### src/rtl/fetch_unit.sv
// Instruction fetch: PC -> imem request -> instruction register, with redirect and stall.
// Latency: one cycle from an accepted memory response to ir_valid. ir is held until it is consumed with ir_ack while stall is low.
module fetch_unit #(
    parameter logic [31:0] RESET_PC = 32'h00400000
) (
    input  logic        clk,
    input  logic        rst,
    input  logic [31:0] pc,
    output logic        pc_wea,
    output logic [31:0] next_pc,
    output logic        imem_req,
    output logic [31:0] imem_addr,
    input  logic        imem_ready,
    input  logic [31:0] imem_rdata,
    input  logic        redirect,
    input  logic [31:0] redirect_pc,
    input  logic        stall,
    output logic [31:0] ir,
    output logic [31:0] ir_pc,
    output logic        ir_valid,
    input  logic        ir_ack,
    output logic        addr_err
);

    localparam logic [1:0] ST_RST  = 2'd0;
    localparam logic [1:0] ST_REQ  = 2'd1;
    localparam logic [1:0] ST_HOLD = 2'd2;

    logic [1:0]  state;
    logic [1:0]  state_nxt;
    logic [31:0] pc_inc;
    logic        capture;
    logic        drop_ir;

    assign pc_inc    = pc + 32'd4;
    assign imem_addr = pc;

    always_comb begin
        pc_wea    = 1'b0;
        next_pc   = pc_inc;
        imem_req  = 1'b0;
        state_nxt = state;
        capture   = 1'b0;
        drop_ir   = 1'b0;
        if (!rst) begin
            next_pc   = RESET_PC;
            state_nxt = ST_RST;
        end else begin
            case (state)
                ST_RST: state_nxt = ST_REQ;
                ST_REQ: begin
                    imem_req = 1'b1;
                    // A redirect discards whatever the memory returns this cycle.
                    if (redirect) begin
                        pc_wea  = 1'b1;
                        next_pc = redirect_pc;
                        drop_ir = 1'b1;
                    end else if (imem_ready) begin
                        pc_wea    = 1'b1;
                        capture   = 1'b1;
                        state_nxt = ST_HOLD;
                    end
                end
                ST_HOLD: begin
                    if (redirect) begin
                        pc_wea    = 1'b1;
                        next_pc   = redirect_pc;
                        drop_ir   = 1'b1;
                        state_nxt = ST_REQ;
                    end else if (ir_ack && !stall) begin
                        drop_ir   = 1'b1;
                        state_nxt = ST_REQ;
                    end
                end
                default: state_nxt = ST_RST;
            endcase
        end
    end

    always_ff @(posedge clk) begin
        if (!rst) begin
            state    <= ST_RST;
            ir       <= 32'd0;
            ir_pc    <= 32'd0;
            ir_valid <= 1'b0;
            addr_err <= 1'b0;
        end else begin
            state <= state_nxt;
            if (capture) begin
                ir       <= imem_rdata;
                ir_pc    <= pc;
                addr_err <= |pc[1:0];
                ir_valid <= 1'b1;
            end else if (drop_ir) begin
                ir_valid <= 1'b0;
            end
        end
    end

endmodule

### config.mk
export PLATFORM = sky130hd
export DESIGN_NAME = fetch_unit
export DESIGN_NICKNAME = d
export VERILOG_FILES = /design/src/rtl/fetch_unit.sv
export SDC_FILE = /design/constraint.sdc
export NUM_CORES = 1
export LEC_CHECK = 0
export CORE_ASPECT_RATIO = 0.7
export CORE_MARGIN = 2
export CORE_UTILIZATION = 40
export CTS_BUF_LIST = sky130_fd_sc_hd__clkbuf_4 sky130_fd_sc_hd__clkbuf_8 sky130_fd_sc_hd__clkbuf_16
export CTS_CLUSTER_DIAMETER = 100
export DETAILED_ROUTE_END_ITERATION = 12
export GPL_TIMING_DRIVEN = 0
export PLACE_DENSITY = 0.83
export REMOVE_ABC_BUFFERS = 1
export SYNTH_ARGS = -nofsm -noshare
export SYNTH_HDL_FRONTEND = slang
export SYNTH_SLANG_ARGS = --single-unit
### constraint.sdc
create_clock -name clk -period 3.8 [get_ports clk]
set_input_delay 0.57 -clock clk [delete_from_list [all_inputs] [get_ports clk]]
set_output_delay 0.57 -clock clk [all_outputs]
set_load 0.01 [all_outputs]
==> flow_metrics.py, run 1 <==
metrics = {
    "timing": {
        "worstMarginPinSlew_ns": 1.36,
        "setup_violations": 0,
        "hold_violations": 0,
        "finalMaxSlewViolations": 0,
        "relSlewSlack_pct": 9.63,
        "rsz0062_at_grt": "false",
        "fin_ws_ns": 0.113,
        "finalCritPeriodShare_pct": 97.0,
        "fin_crit_ns": 3.69,
        "clock.fmax_mhz": 271,
        "worst_clock_skew_ns": 0.00546,
    },
    "logic_synthesis": {
        "yosysWarnings": 0,
        "yosysUniqueCellTypes": 42,
        "avgSynthCellArea_sq_um": 7.17,
        "synth_top_area_share_pct": 35.9,
        "ys_ff_latch": 68,
        "synth-async-reset-ratio_pct": 0,
        "yosys.area.top_type": "dfxtp_1",
        "synth-main-ff-cell": "dfxtp_1",
        "synthTopCellsByArea": "dfxtp_1 (36%), nand2_1 (14%), nand3_1 (11%)",
        "syn-cell-area_sq_um": 3790,
        "seq_area_frac_synth_pct": 35.9,
        "synth-edff-count": 0,
        "synthCells": 529,
    },
    "critical_path": {
        "r2r_slack_ns": 1.45,
        "worstPathRequired_ns": 3.23,
        "worstSetupStartpointType": "input pin",
        "cp.arrival_ns": 3.12,
        "r2r_cells": 6,
        "rr_endpoint": "ir_pc[22]$_SDFFE_PN0P_",
        "critPathMaxFanout": 8,
        "path_class": "input pin to primary output",
        "critPathCaptureType": "primary output",
        "reg2reg_from": "state[1]$_SDFFE_PN0P_",
    },
    "layout": {
        "drive_gt1_share_pct": 5.71,
        "syn2layout_area_growth_pct": 67.2,
        "diodes": 0,
        "fin_area_sq_um": 6350,
        "fillers": 750,
        "regArea_sq_um": 1360,
        "final_cell_mix": "clkdlybuf4s50_1 (227), nand2_1 (137), nand3_1 (84)",
        "layout_commonest_cell": "clkdlybuf4s50_1",
        "fin_nets": 819,
        "multiInputGateArea_sq_um": 2030,
    },
    "global_route": {
        "gr-total-overflow": 0,
        "grt_antenna_before_repair": 0,
        "track_usage_pct": 25.6,
        "grt_max_degree": 94,
        "grt_pass1_vias": 4319,
        "grt_first_pass_wirelength_um": 21200,
    },
    "clock_tree": {
        "htree_levels": 3,
        "clockBufferDepth": 2,
        "clock_latency_ns": 0.32,
        "clk_pin_slew_ns": 0.06,
        "cts_tree": "done",
        "cts.sinks": 68,
        "cts-hold-fix-buffers": 0,
        "cts_buffers": 9,
        "root_buffer": "clkbuf_16",
    },
    "floorplanning": {
        "num_rows": 29,
        "die_x_um": 120,
        "dieArea_sq_um": 10300,
        "ios": 234,
        "die_h_um": 85.5,
        "fp.coreArea_sq_um": 9140,
        "start_util_pct": 41.5,
    },
    "drt": {
        "drt_iter0_drc": 259,
        "drc": 0,
        "wirelength_um": 13600,
        "dr_total_vias": 4476,
        "firstDrtPassIters": 5,
        "wl_per_cell_um": 16.2,
        "detail-route-antenna-nets": 0,
        "viasPerCell": 5.32,
    },
    "power": {
        "p_leak_uw": 0.00255,
        "vdd_ir_drop_max_mv": 0.311,
        "power.density_nw_per_um2": 357,
    },
    "run": {
        "cap_violations": 0,
    },
    "placed_design": {
        "dp_worst_setup_slack_ns": -0.339,
        "dp_hpwl_um": 9550,
        "placed_area_sq_um": 5910,
        "port_buffers": 233,
        "gp_congestion": 0.845,
    },
    "worst_hold_path": {
        "worstHoldPathCells": 2,
        "holdCritStartpoint": "ir[5]$_SDFFE_PN0P_",
        "hold_path_class": "flip-flop to flip-flop",
        "min_to": "ir[5]$_SDFFE_PN0P_",
    },
    "run_status": {
        "run_status": "finished, final reports clean",
    },
}
==> sequential cells by signal, indices dropped and copies added, names as in the netlist <==
| name | flops |
|---|---|
| ir_valid | 1 |
| ir | 32 |
| addr_err | 1 |
| state | 2 |
| ir_pc | 32 |
==> repair_timing <==
action / CTS / global route
pin swaps: 0 / 3
setup buffers: 0 / 6
setup endpoints to repair: 12 / 12
resized for setup: 7 / 4
==> final cells by class <==
cell class	instances	share of cell area (%)
flip-flops and latches	68	21.5
inverters	10	0.591
clock buffers	10	3.77
repair buffers	241	37.9
multi-input cells	383	32.1
well taps	124	2.44
clock inverters	6	1.75
==> per-layer routing <==
metal	vias to the layer above	share of wire [%]	wire length [um]	track usage, %
met2	181	51	6930	46.4
met3	19	7.4	1010	7.31
met5	-	0	0	0
li1	2162	-	-	-
met1	2114	40	5470	29.4
met4	0	1.4	195	7.51
==> worst max-delay path by stage <==
stage / startpoint / endpoint / slack [ns] / cells past startpoint
3_3_place_gp: rst / ir_pc[0]$_SDFFE_PN0P_ / -3.21 / 5
6_report: pc[4] / next_pc[22] / 0.11 / 6
5_1_grt: pc[4] / next_pc[15] / 0.01 / 6
4_1_cts: pc[4] / next_pc[17] / 0.03 / 7
2_1_floorplan: pc[14] / next_pc[29] / 0.75 / 4
3_5_place_dp: pc[2] / next_pc[26] / -0.34 / 7
==> through the flow <==
stage / total power (uW) / hold slack, ns / setup TNS [ns] / std cells / utilization [%]
6_report: 2270 / 0.454 / 0 / 842 / 69.4
5_1_grt: 2360 / 0.464 / 0 / 842 / 69.4
4_1_cts: 2280 / 0.456 / 0 / 836 / 68.8
3_5_place_dp: 1300 / 0.447 / -2.27 / 820 / 64.7
3_3_place_gp: 1290 / 0.440 / -257.43 / 818 / 64.2
2_1_floorplan: 940 / 0.478 / 0 / 461 / -
==> cell usage after synthesis (all sizes together) (2+ instances only) <==
cell type,n
nand2,138
nand3,85
dfxtp,68
buf,44
o21ai,25
clkbuf,23
nor2,21
nor3,19
a211oi,15
nand4,12
a21oi,11
inv,10
xnor2,10
nor4,8
and4,7
ha,4
a31o,3
a21o,2
a311oi,2
and2,2
and3,2
or2,2
or3,2
xor2,2
==> critical path, stage by stage <==
cell and delay, ns:
clkdlybuf4s50_1 0.69, nand4_4 0.24, or4_4 0.56, o2111a_1 0.26, nor3_1 0.19, clkdlybuf4s50_1 0.59
==> cell families (layout without fill, tap and decap cells) <==
group	count (synthesis)	in the layout	share of synthesized area (%)
AOI/OAI and AO/OA	64	64	10.7
xor gates and xnor gates	12	12	2.77
adders and majority gates	4	4	1.32
buffers and inverters	78	267	11.8
DFF	68	68	35.9
and+or+nand+nor	303	303	37.5
==> report_power, final <==
| group | leakage [uW] | switching, uW | internal (uW) |
|---|---|---|---|
| sequential | 0.000551 | 16.1 | 744 |
| clock | 0.000169 | 317 | 659 |
| combinational | 0.00183 | 249 | 280 |
| total | 0.00255 | 583 | 1680 |
Note: power is estimated with default switching activity, not from simulation.
==> run 2: changes to the inputs <==
--- a/config.mk
+++ b/config.mk
@@ -11,8 +11,8 @@
 export CTS_BUF_LIST = sky130_fd_sc_hd__clkbuf_4 sky130_fd_sc_hd__clkbuf_8 sky130_fd_sc_hd__clkbuf_16
 export CTS_CLUSTER_DIAMETER = 100
 export DETAILED_ROUTE_END_ITERATION = 12
-export GPL_TIMING_DRIVEN = 0
-export PLACE_DENSITY = 0.83
+export GPL_TIMING_DRIVEN = 1
+export PLACE_DENSITY = 0.86
 export REMOVE_ABC_BUFFERS = 1
 export SYNTH_ARGS = -nofsm -noshare
 export SYNTH_HDL_FRONTEND = slang
==> flow_metrics.py, run 2 (synthesis gave the netlist of run 1 again) <==
metrics = {
    "critical_path": {
        "critPathCaptureType": "primary output",
        "worstPathCellList": "clkdlybuf4s50_1 > nand3_1 > nor2_1 > or4b_2 > a31oi_1 > clkdlybuf4s50_1",
        "cpPeakStageDelay_ns": 0.61,
        "cpMostUsedCell": "clkdlybuf4s50_1",
        "crit_path_top_delay_cell": "clkdlybuf4s50_1",
        "worstPathRequired_ns": 3.23,
        "cp.arrival_ns": 3.05,
        "worstSetupStartpointType": "input pin",
        "critPathMaxFanout": 6,
        "path_class": "input pin to primary output",
    },
    "layout": {
        "fillers": 738,
        "fin_nets": 836,
        "drive_gt1_share_pct": 7.62,
        "syn2layout_area_growth_pct": 69.8,
        "layout_commonest_cell": "clkdlybuf4s50_1",
        "finalNonFillerCells": 860,
        "post-route-util_pct": 70.5,
        "final_cell_mix": "clkdlybuf4s50_1 (231), nand2_1 (137), nand3_1 (85)",
        "top_regs": "ir: 32 flops, ir_pc: 32 flops, state: 2 flops",
    },
    "clock_tree": {
        "cts-hold-fix-buffers": 0,
        "clk_pin_slew_ns": 0.06,
        "root_buffer": "clkbuf_16",
        "cts_tree": "done",
        "clock_latency_ns": 0.32,
        "cts_buffers": 9,
        "htree_levels": 3,
        "clockBufferDepth": 2,
        "cts.sinks": 68,
    },
    "global_route": {
        "grt_pass1_vias": 4363,
        "gr-total-overflow": 0,
        "track_usage_pct": 26.3,
        "grt_first_pass_wirelength_um": 21700,
        "grt_antenna_before_repair": 1,
        "grt_max_degree": 52,
    },
    "drt": {
        "drc": 0,
        "detail-route-antenna-nets": 0,
        "firstDrtPassIters": 5,
        "viasPerCell": 5.30,
        "dr_total_vias": 4555,
        "wl_per_cell_um": 16.1,
        "wirelength_um": 13900,
        "drt_iter0_drc": 347,
    },
    "run_status": {
        "run_status": "finished, final reports clean",
    },
    "timing": {
        "finalMaxSlewViolations": 0,
        "clock.fmax_mhz": 277,
        "worstMarginPinSlew_ns": 0.863,
        "rsz0062_at_grt": "false",
        "hold_violations": 0,
        "fin_tns_setup_ns": 0,
        "fin_crit_ns": 3.62,
        "relSlewSlack_pct": 42.4,
        "finalCritPeriodShare_pct": 95.2,
        "worst_clock_skew_ns": 0.00364,
        "setup_violations": 0,
    },
    "power": {
        "p_clk_share_pct": 42.2,
        "p_seq_share_pct": 33.5,
        "power.density_nw_per_um2": 352,
        "p_int_uw": 1690,
        "vdd_ir_drop_max_mv": 0.233,
        "swShare_pct": 25.4,
        "p_leak_uw": 0.00261,
        "p_comb_share_pct": 24.3,
        "power.net_switching_uw": 577,
        "total_power_uw": 2270,
    },
    "floorplanning": {
        "die_h_um": 85.5,
        "start_util_pct": 41.5,
        "ios": 234,
        "die_x_um": 120,
        "dieArea_sq_um": 10300,
        "num_rows": 29,
        "fp.coreArea_sq_um": 9140,
    },
    "placed_design": {
        "gp_congestion": 0.891,
        "dp.cells": 843,
        "dp_hpwl_um": 10300,
        "port_buffers": 233,
    },
    "run": {
        "cap_violations": 0,
    },
    "worst_hold_path": {
        "hold_path_class": "flip-flop to flip-flop",
    },
}
[run 2: cell types whose count changed in the layout (fill, tap and decap cells not counted), sizes merged]
cell | previous run | this run
buf | 9 | 26
dlymetal6s2s | 2 | 1
clkinvlp | 1 | 0
dlygate4sd2 | 3 | 0
clkdlybuf4s50 | 227 | 231
clkinv | 2 | 3
diode | 0 | 1
[run 2: worst max-delay path, delay by kind of cell]
family / cells / cell delay, ns
buf+inv: 2 / 1.16
simple gates: 3 / 1.12
compound gates: 1 / 0.19
[run 2: cell type report]
| cell class | count | area, sq um | area share, % |
|---|---|---|---|
| repair buffers | 258 | 2540 | 39.4 |
| multi-input cells | 383 | 2000 | 31.0 |
| flip-flops and latches | 68 | 1360 | 21.1 |
| clock buffers | 10 | 233 | 3.61 |
| well taps | 124 | 155 | 2.41 |
| clock inverters | 6 | 113 | 1.75 |
| inverters | 10 | 37.5 | 0.582 |
| diodes | 1 | 2.50 | 0.0388 |
[run 2: power groups by stage]
stage	Clock, uW	Sequential (uW)	Combinational [uW]
finish	958	760	550
global route	1010	763	590
CTS	975	760	552
detailed placement	0	775	548
global placement	0	773	539
floorplan	0	787	153
[run 2: worst paths after layout]
check / start / slack (ns) / cells after the start / to
worst min-delay path: ir[10]$_SDFFE_PN0P_ / 0.45 / 2 / ir[10]$_SDFFE_PN0P_
worst max-delay path: pc[5] / 0.18 / 6 / next_pc[15]
worst max register to register: state[1]$_SDFFE_PN0P_ / 1.55 / 7 / ir_pc[0]$_SDFFE_PN0P_
worst min register to register: ir[10]$_SDFFE_PN0P_ / 0.45 / 2 / ir[10]$_SDFFE_PN0P_
[run 2: stage by stage]
| stage | hold slack [ns] | setup slack [ns] | cell area [sq um] |
|---|---|---|---|
| CTS | 0.454 | 0.0442 | 6440 |
| detailed placement | 0.445 | 0.0572 | 6090 |
| global placement | 0.440 | 0.106 | 6090 |
| global route | 0.466 | 0.102 | 6440 |
| finish | 0.452 | 0.184 | 6440 |
| floorplan | 0.478 | 0.749 | 3380 |
[run 2: routing by layer]
metal | GRT usage [%] | part of all wire [%] | up-vias
met3 | 7.98 | 8.6 | 23
met2 | 46.6 | 49 | 207
met1 | 30.5 | 40 | 2117
met5 | 0 | 0 | -
li1 | - | - | 2208
met4 | 8.88 | 2.2 | 0
[run 2: timing repair]
action,CTS,global route
gates resized for setup,0,1
setup endpoints to repair,0,1
setup buffers,0,0
==> run 3: changes to the inputs <==
==> constraint.sdc (replaced) <==
create_clock -name clk -period 4.55 [get_ports clk]
set_input_delay 0.6825 -clock clk [delete_from_list [all_inputs] [get_ports clk]]
set_output_delay 0.6825 -clock clk [all_outputs]
set_load 0.01 [all_outputs]
==> flow_metrics.py, run 3 (synthesis gave the netlist of run 1 again) <==
metrics = {
    "clock_tree": {
        "root_buffer": "clkbuf_16",
        "post_cts_buffers": 0,
        "clockBufferDepth": 2,
        "cts.sinks": 68,
        "cts_tree": "done",
        "cts_resized": 0,
        "cts-hold-fix-buffers": 0,
        "clock_latency_ns": 0.33,
        "htree_levels": 3,
        "clk_pin_slew_ns": 0.06,
        "cts_buffers": 9,
    },
    "power": {
        "power.density_nw_per_um2": 305,
        "p_seq_share_pct": 32.9,
        "p_leak_uw": 0.00252,
        "p_int_uw": 1450,
        "total_power_uw": 1930,
        "p_comb_share_pct": 23.1,
        "vdd_ir_drop_max_mv": 0.212,
        "p_clk_share_pct": 44.0,
        "power.net_switching_uw": 480,
        "swShare_pct": 24.9,
    },
    "layout": {
        "fillers": 734,
        "syn2layout_area_growth_pct": 66.5,
        "final_cell_mix": "clkdlybuf4s50_1 (232), nand2_1 (137), nand3_1 (85)",
        "drive_gt1_share_pct": 5.56,
        "diodes": 0,
        "top_regs": "ir: 32 flops, ir_pc: 32 flops, state: 2 flops",
        "post-route-util_pct": 69.1,
        "fin_nets": 821,
        "layout_commonest_cell": "clkdlybuf4s50_1",
    },
    "run": {
        "cap_violations": 0,
    },
    "drt": {
        "detail-route-antenna-nets": 0,
        "wirelength_um": 13600,
        "wl_per_cell_um": 16.2,
        "firstDrtPassIters": 5,
        "dr_total_vias": 4479,
        "drt_iter0_drc": 320,
        "viasPerCell": 5.31,
        "drc": 0,
    },
    "placed_design": {
        "gp_congestion": 0.909,
        "dp_hpwl_um": 9960,
        "dp_worst_setup_slack_ns": 0.489,
        "port_buffers": 233,
    },
    "run_status": {
        "run_status": "finished, final reports clean",
    },
    "global_route": {
        "grt_first_pass_wirelength_um": 21300,
        "gr-total-overflow": 0,
        "grt_pass1_vias": 4263,
        "track_usage_pct": 26.0,
        "grt_antenna_before_repair": 0,
        "grt_max_degree": 48,
    },
    "floorplanning": {
        "dieArea_sq_um": 10300,
        "ios": 234,
        "start_util_pct": 41.5,
        "num_rows": 29,
        "die_h_um": 85.5,
        "fp.coreArea_sq_um": 9140,
        "die_x_um": 120,
    },
    "critical_path": {
        "critPathMaxFanout": 6,
        "worstSetupStartpointType": "input pin",
        "cp.arrival_ns": 3.40,
        "path_class": "input pin to primary output",
        "worstPathRequired_ns": 3.87,
        "critPathCaptureType": "primary output",
    },
    "timing": {
        "finalMaxSlewViolations": 0,
        "fin_tns_setup_ns": 0,
        "rsz0062_at_grt": "false",
        "setup_violations": 0,
        "clock.fmax_mhz": 245,
        "worst_clock_skew_ns": 0.00444,
        "hold_violations": 0,
        "worstMarginPinSlew_ns": 0.836,
        "fin_ws_ns": 0.463,
        "relSlewSlack_pct": 44.3,
        "whs_ns": 0.454,
        "fin_crit_ns": 4.09,
        "finalCritPeriodShare_pct": 89.8,
    },
    "worst_hold_path": {
        "hold_path_class": "flip-flop to flip-flop",
    },
}
-- run 3: final cells by class --
type                            instances  area [sq um]  share of cell area [%]
Timing Repair Buffer                  243          2400                    38.0
Clock buffer                            9           225                    3.56
Inverter                               10          37.5                   0.594
Multi-Input combinational cell        383          2000                    31.7
Sequential cell                        68          1360                    21.5
Clock inverter                          6           138                    2.18
Tap cell                              124           155                    2.45
-- run 3: path summary, 6_finish.rpt --
check | startpoint | to | slack [ns] | cells after the start
worst max-delay path | pc[8] | next_pc[20] | 0.46 | 6
worst min register to register | ir[21]$_SDFFE_PN0P_ | ir[21]$_SDFFE_PN0P_ | 0.45 | 2
worst max register to register | state[1]$_SDFFE_PN0P_ | ir_pc[29]$_SDFFE_PN0P_ | 2.32 | 7
worst min-delay path | ir[21]$_SDFFE_PN0P_ | ir[21]$_SDFFE_PN0P_ | 0.45 | 2
-- run 3: power groups by stage --
stage,Clock (uW),Combinational (uW),Sequential (uW)
after floorplan,0,128,657
after global placement,0,434,646
after detailed placement,0,442,647
after CTS,860,445,635
after global routing,888,479,637
final,848,445,635
-- run 3: routing by layer --
metal | part of all wire, % | global-route usage (%) | vias up
met5 | 0 | 0 | -
met4 | 1.3 | 7.19 | 0
met3 | 9.8 | 8.31 | 19
met2 | 49 | 45.0 | 226
met1 | 40 | 31.4 | 2066
li1 | - | - | 2168
-- run 3: through the flow --
step                instance area (sq um)  cells
floorplan                            3380    461
global placement                     5960    828
detailed placement                   5960    828
CTS                                  6320    843
global route                         6320    843
finish                               6320    843
-- run 3: critical path, stage by stage --
cell             delay (ns)
clkdlybuf4s50_1        0.59
nand4_1                0.29
or4_4                  0.61
or3_1                  0.36
a311oi_1               0.27
clkdlybuf4s50_1        0.60
